**src/rtl/inst_prefetch.sv**
```systemverilog
// Instruction prefetch queue: fetches sequential words ahead of the consumer into a {pc, inst} FIFO.
// Optional PREFETCH_STATS_EN adds a saturating stat_discards counter of words thrown away by flushes.
module inst_prefetch #(
    parameter int M_WIDTH    = 32,
    parameter int INST_WIDTH = 32,
    parameter int DEPTH      = 4,
    parameter logic [M_WIDTH-1:0] RESET_PC = '0
) (
    input  logic                  clk,
    input  logic                  rst,
    input  logic                  flush,
    input  logic [M_WIDTH-1:0]    flush_pc,
    output logic                  mem_req,
    output logic [M_WIDTH-1:0]    mem_addr,
    input  logic                  mem_ready,
    input  logic [M_WIDTH-1:0]    mem_data_in,
    output logic                  valid,
    input  logic                  pop,
    output logic [INST_WIDTH-1:0] inst_out,
    output logic [M_WIDTH-1:0]    pc_out
`ifdef PREFETCH_STATS_EN
    ,
    output logic [15:0]           stat_discards
`endif
);

    localparam int AW = $clog2(DEPTH);
    localparam int CW = AW + 1;
    localparam logic [M_WIDTH-1:0] WORD_BYTES = M_WIDTH'(M_WIDTH / 8);

    typedef enum logic [1:0] {IDLE, REQ, DRAIN} state_t;

    state_t                state;
    logic [AW-1:0]         rd_ptr;
    logic [AW-1:0]         wr_ptr;
    logic [CW-1:0]         count;
    logic [M_WIDTH-1:0]    fetch_pc;
    logic [M_WIDTH-1:0]    pc_mem   [DEPTH];
    logic [INST_WIDTH-1:0] inst_mem [DEPTH];
    logic                  push;
    logic                  do_pop;

    assign push   = (state == REQ) && mem_ready && !flush;
    assign do_pop = pop && valid && !flush;

    assign valid    = (count != '0);
    assign inst_out = valid ? inst_mem[rd_ptr] : '0;
    assign pc_out   = valid ? pc_mem[rd_ptr]   : '0;

    always_ff @(posedge clk) begin
        if (push) begin
            pc_mem[wr_ptr]   <= fetch_pc;
            inst_mem[wr_ptr] <= mem_data_in;
        end
    end

    always_ff @(posedge clk) begin
        if (rst) begin
            state    <= IDLE;
            count    <= '0;
            rd_ptr   <= '0;
            wr_ptr   <= '0;
            fetch_pc <= RESET_PC;
            mem_req  <= 1'b0;
            mem_addr <= RESET_PC;
        end else begin
            if (flush) begin
                count    <= '0;
                rd_ptr   <= '0;
                wr_ptr   <= '0;
                fetch_pc <= flush_pc;
            end else begin
                if (push) begin
                    wr_ptr   <= wr_ptr + AW'(1);
                    fetch_pc <= fetch_pc + WORD_BYTES;
                end
                if (do_pop) begin
                    rd_ptr <= rd_ptr + AW'(1);
                end
                if (push && !do_pop) begin
                    count <= count + CW'(1);
                end else if (do_pop && !push) begin
                    count <= count - CW'(1);
                end
            end

            case (state)
                IDLE: begin
                    if (!flush && (count < CW'(DEPTH))) begin
                        state    <= REQ;
                        mem_req  <= 1'b1;
                        mem_addr <= fetch_pc;
                    end
                end
                REQ: begin
                    if (mem_ready) begin
                        state   <= IDLE;
                        mem_req <= 1'b0;
                    end else if (flush) begin
                        state <= DRAIN;
                    end
                end
                DRAIN: begin
                    // A response always retires the stale request, even if another flush lands with it.
                    if (mem_ready) begin
                        state   <= IDLE;
                        mem_req <= 1'b0;
                    end
                end
                default: begin
                    state   <= IDLE;
                    mem_req <= 1'b0;
                end
            endcase
        end
    end

`ifdef PREFETCH_STATS_EN
    logic [16:0] discard_sum;

    // Words lost on a flush: everything queued plus a live (not already drained) request.
    assign discard_sum = {1'b0, stat_discards} + 17'(count) + 17'(state == REQ);

    always_ff @(posedge clk) begin
        if (rst) begin
            stat_discards <= '0;
        end else if (flush) begin
            stat_discards <= discard_sum[16] ? 16'hFFFF : discard_sum[15:0];
        end
    end
`endif

endmodule

```
**config.mk**
```make
export PLATFORM = sky130hd
export DESIGN_NAME = inst_prefetch
export DESIGN_NICKNAME = d
export VERILOG_FILES = /design/src/rtl/inst_prefetch.sv
export SDC_FILE = /design/constraint.sdc
export NUM_CORES = 1
export LEC_CHECK = 0
export BUFFER_PORTS_ARGS = -buffer_cell sky130_fd_sc_hd__buf_2
export CAP_MARGIN = 25
export CORE_UTILIZATION = 32
export DETAILED_ROUTE_END_ITERATION = 6
export HOLD_SLACK_MARGIN = 0.12
export PLACE_DENSITY = 0.46
export SLEW_MARGIN = 20
export SYNTH_ARGS = -nofsm -noshare
export SYNTH_HDL_FRONTEND = slang
export SYNTH_SLANG_ARGS = --single-unit
```
**constraint.sdc**
```tcl
create_clock -name clk -period 10.01 [get_ports clk]
set_clock_uncertainty 0.2 [all_clocks]
set_input_delay 0 -clock clk [delete_from_list [all_inputs] [get_ports clk]]
set_output_delay 0 -clock clk [all_outputs]
set_load 0.02 [all_outputs]
```
==> impl_metrics.tcl <==
set metrics [dict create \
    syn_area_per_cell_um2 15.5 \
    num_rows 74 \
    cp.arrival_ns 3.54 \
    area_delta_synth_final_pct 31.0 \
    clk_pin_slew_ns 0.06 \
    dp_slack_ns 7.01 \
    crit_type "in2reg" \
    nNetsFinal 1255 \
    cts.sinks 332 \
    drt-vias-per-instance 4.83 \
    wire_per_inst_um 19.6 \
    ys_ff_latch 332 \
    ys_seq_area_frac 0.695 \
    drc 0 \
    fin_tns_setup_ns 0 \
    async_reset_ff_frac 0 \
    fill_cells 3832 \
    crit_path_end_kind "flip-flop" \
    cts-buffers-inserted 38 \
    rsz0062_at_grt "false" \
    drive_above_1_share 0.249 \
    p_leak_nw 6.15 \
    cap_violations 0 \
    gr-usage-met3 0.0301 \
    netlist_area_um2 13200 \
    crit_buf_inv 6 \
    postRouteAntennaNets 0 \
    clkLatencyLatePin_ns 0.53 \
    grtUsageMet2 0.268 \
    p_total_mw 3.04 \
    peakVddDrop_mv 0.0784 \
    p_per_area_nw_per_um2 175 \
    max-slew-margin-rel 0.423 \
    diodes 0 \
    drt_iter0_markers 428 \
    place_hpwl_mm 19.8 \
    grt_use_met1 0.227 \
    setup_ws_ns 6.68 \
    fin_cells 1732 \
    synth_fp_nets 936 \
    critPathMaxStageDelay_ns 0.60 \
    final_hold_viol_count 0 \
    gp_congestion 0.734 \
    synth_cells 857 \
    chipHeight_um 205 \
    cts_max_level 2 \
    status "completed" \
    start_kind "primary input" \
    grt_pass1_vias 8614 \
    grt_max_degree 67 \
    yosysWarnings 0 \
    dr.pass1.iters 4 \
    grt_pass1_wl_mm 52.4 \
    cts_tree "done" \
    die_area_um2 42200 \
    core_um2 40800 \
    cp_slowest_cell "dlygate4sd3_1" \
    cts_buffer_depth 3 \
    grt-busiest-layer "met2" \
    critPathMaxFanout 46 \
    period_minus_slack_ns 3.33 \
    mostFrequentLayoutCell "edfxtp_1" \
    grt_usage 0.165 \
    synth_edf_count 256 \
    timing.fmax_mhz 300 \
    tightest_slew_ns 0.866 \
    initial_core_util 0.324 \
    crit_path_cell_trace "dlygate4sd3_1 -> buf_2 -> buf_4 -> a221oi_1 -> dlygate4sd3_1 -> nand2_1 -> dlygate4sd3_1 -> a211oi_1 -> dlygate4sd3_1" \
    timing.rr.start "fetch_pc[29]$_SDFFE_PP0N_" \
    cts_root_buffer "clkbuf_16" \
    numPlacedInstances 1515 \
    portBuffers 166 \
    grt_overflow 0 \
    antenna_found_initial 0 \
    boundaryPins 167 \
    drv_slew 0 \
    holdWs_ns 0.162 \
    register_area_um2 9220 \
    drt-total-wl_mm 33.9 \
    hold_start "mem_ready" \
    ys.flop_type "edfxtp_1" \
    final_cell_mix "256 x edfxtp_1, 166 x buf_2, 153 x dlygate4sd3_1" \
    finalSetupViolCount 0 \
    die_w_um 205 \
    post-route-period-util 0.333 \
    hold_path.class "in2reg" \
    crit_family "buffers and inverters" \
    multiInputGateArea_um2 3790 \
    crit_required_ns 10.21 \
    cts_resized 0 \
    vias 8359 \
    path_common_cell "dlygate4sd3_1" \
    startpoint "rst" \
    synth.distinct_cells 48 \
]
==> final cells by class <==
type	count	share of cell area
clock buffer	54	0.0601
clock inverter	10	0.00570
inverter	10	0.00216
multi-input combinational	462	0.218
sequential	332	0.531
tap	532	0.0384
timing repair buffer	332	0.144
==> state kept, by name, indices dropped and copies added, names as in the netlist, named ones only <==
| register | count |
|---|---|
| wr_ptr | 2 |
| mem_req | 1 |
| inst_mem | 128 |
| count | 3 |
| state | 2 |
| fetch_pc | 32 |
| mem_addr | 32 |
| pc_mem | 128 |
| rd_ptr | 2 |
==> logic make-up after synthesis <==
group | after synthesis | share of synthesized area
AND/OR/NAND/NOR | 275 | 0.108
AO/OA/AOI/OAI | 92 | 0.0437
XOR/XNOR | 18 | 0.0119
multiplexers | 67 | 0.111
buffers and inverters | 63 | 0.0194
flip-flops | 332 | 0.695
adder cells (fa/ha/maj) | 10 | 0.0100
==> final timing paths <==
check                                    to  slack (ns)  depth (start not counted)
setup reg to reg  fetch_pc[29]$_SDFFE_PP0N_        6.90                          7
hold / removal       wr_ptr[1]$_SDFFE_PP0P_        0.16                          4
hold reg to reg   mem_addr[15]$_SDFFE_PP0P_        0.25                          2
setup / recovery  fetch_pc[29]$_SDFFE_PP0N_        6.68                          9
==> report_power, final <==
group | internal, mW | switching [mW]
sequential | 1.51 | 0.0324
clock | 0.772 | 0.531
combinational | 0.0941 | 0.101
==> cells in the mapped netlist (3+ instances only) <==
cell type	instances	area (µm²)
edfxtp_1	256	7690
nand2_1	89	334
dfxtp_1	76	1520
and2_1	70	438
mux4_2	64	1440
a21oi_1	43	215
clkbuf_1	36	135
nor2_1	35	131
nand3_1	17	85.1
a211oi_1	12	90.1
buf_2	10	50.1
inv_1	10	37.5
nand4_1	10	62.6
xor2_1	10	87.6
ha_1	9	113
nor4_1	9	56.3
or4_1	9	67.6
a311oi_1	8	70.1
o21ai_0	8	40.0
o31ai_1	8	60.1
or3_1	8	50.1
xnor2_1	8	70.1
and3_1	6	37.5
and4_1	5	43.8
buf_1	5	18.8
nor3_1	5	25.0
mux2i_1	3	30.0
o21bai_1	3	22.5
==> routing by layer <==
metal,vias up,part of all wire
li1,3917,-
met1,4171,0.46
met2,219,0.47
met3,52,0.048
met4,0,0.020
met5,-,0
==> through the flow <==
step	utilization	cell area, µm²
after detailed placement	0.359	14700
after floorplan	-	13200
after CTS	0.425	17300
after global routing	0.425	17300
after global placement	0.358	14600
final	0.425	17300
==> tightest hold or removal path: cells and delay by family <==
| family | cells | cell delay, ns |
|---|---|---|
| compound gates | 1 | 0.05 |
| simple gates | 1 | 0.09 |
| buf+inv | 2 | 0.70 |
==> what timing repair did <==
| action | 4_1_cts | 5_1_grt |
|---|---|---|
| setup buffers | 0 | 0 |
| endpoints found under the hold margin | 178 | 0 |
| hold buffers | 153 | 0 |
(Power assumes the default switching activity.)
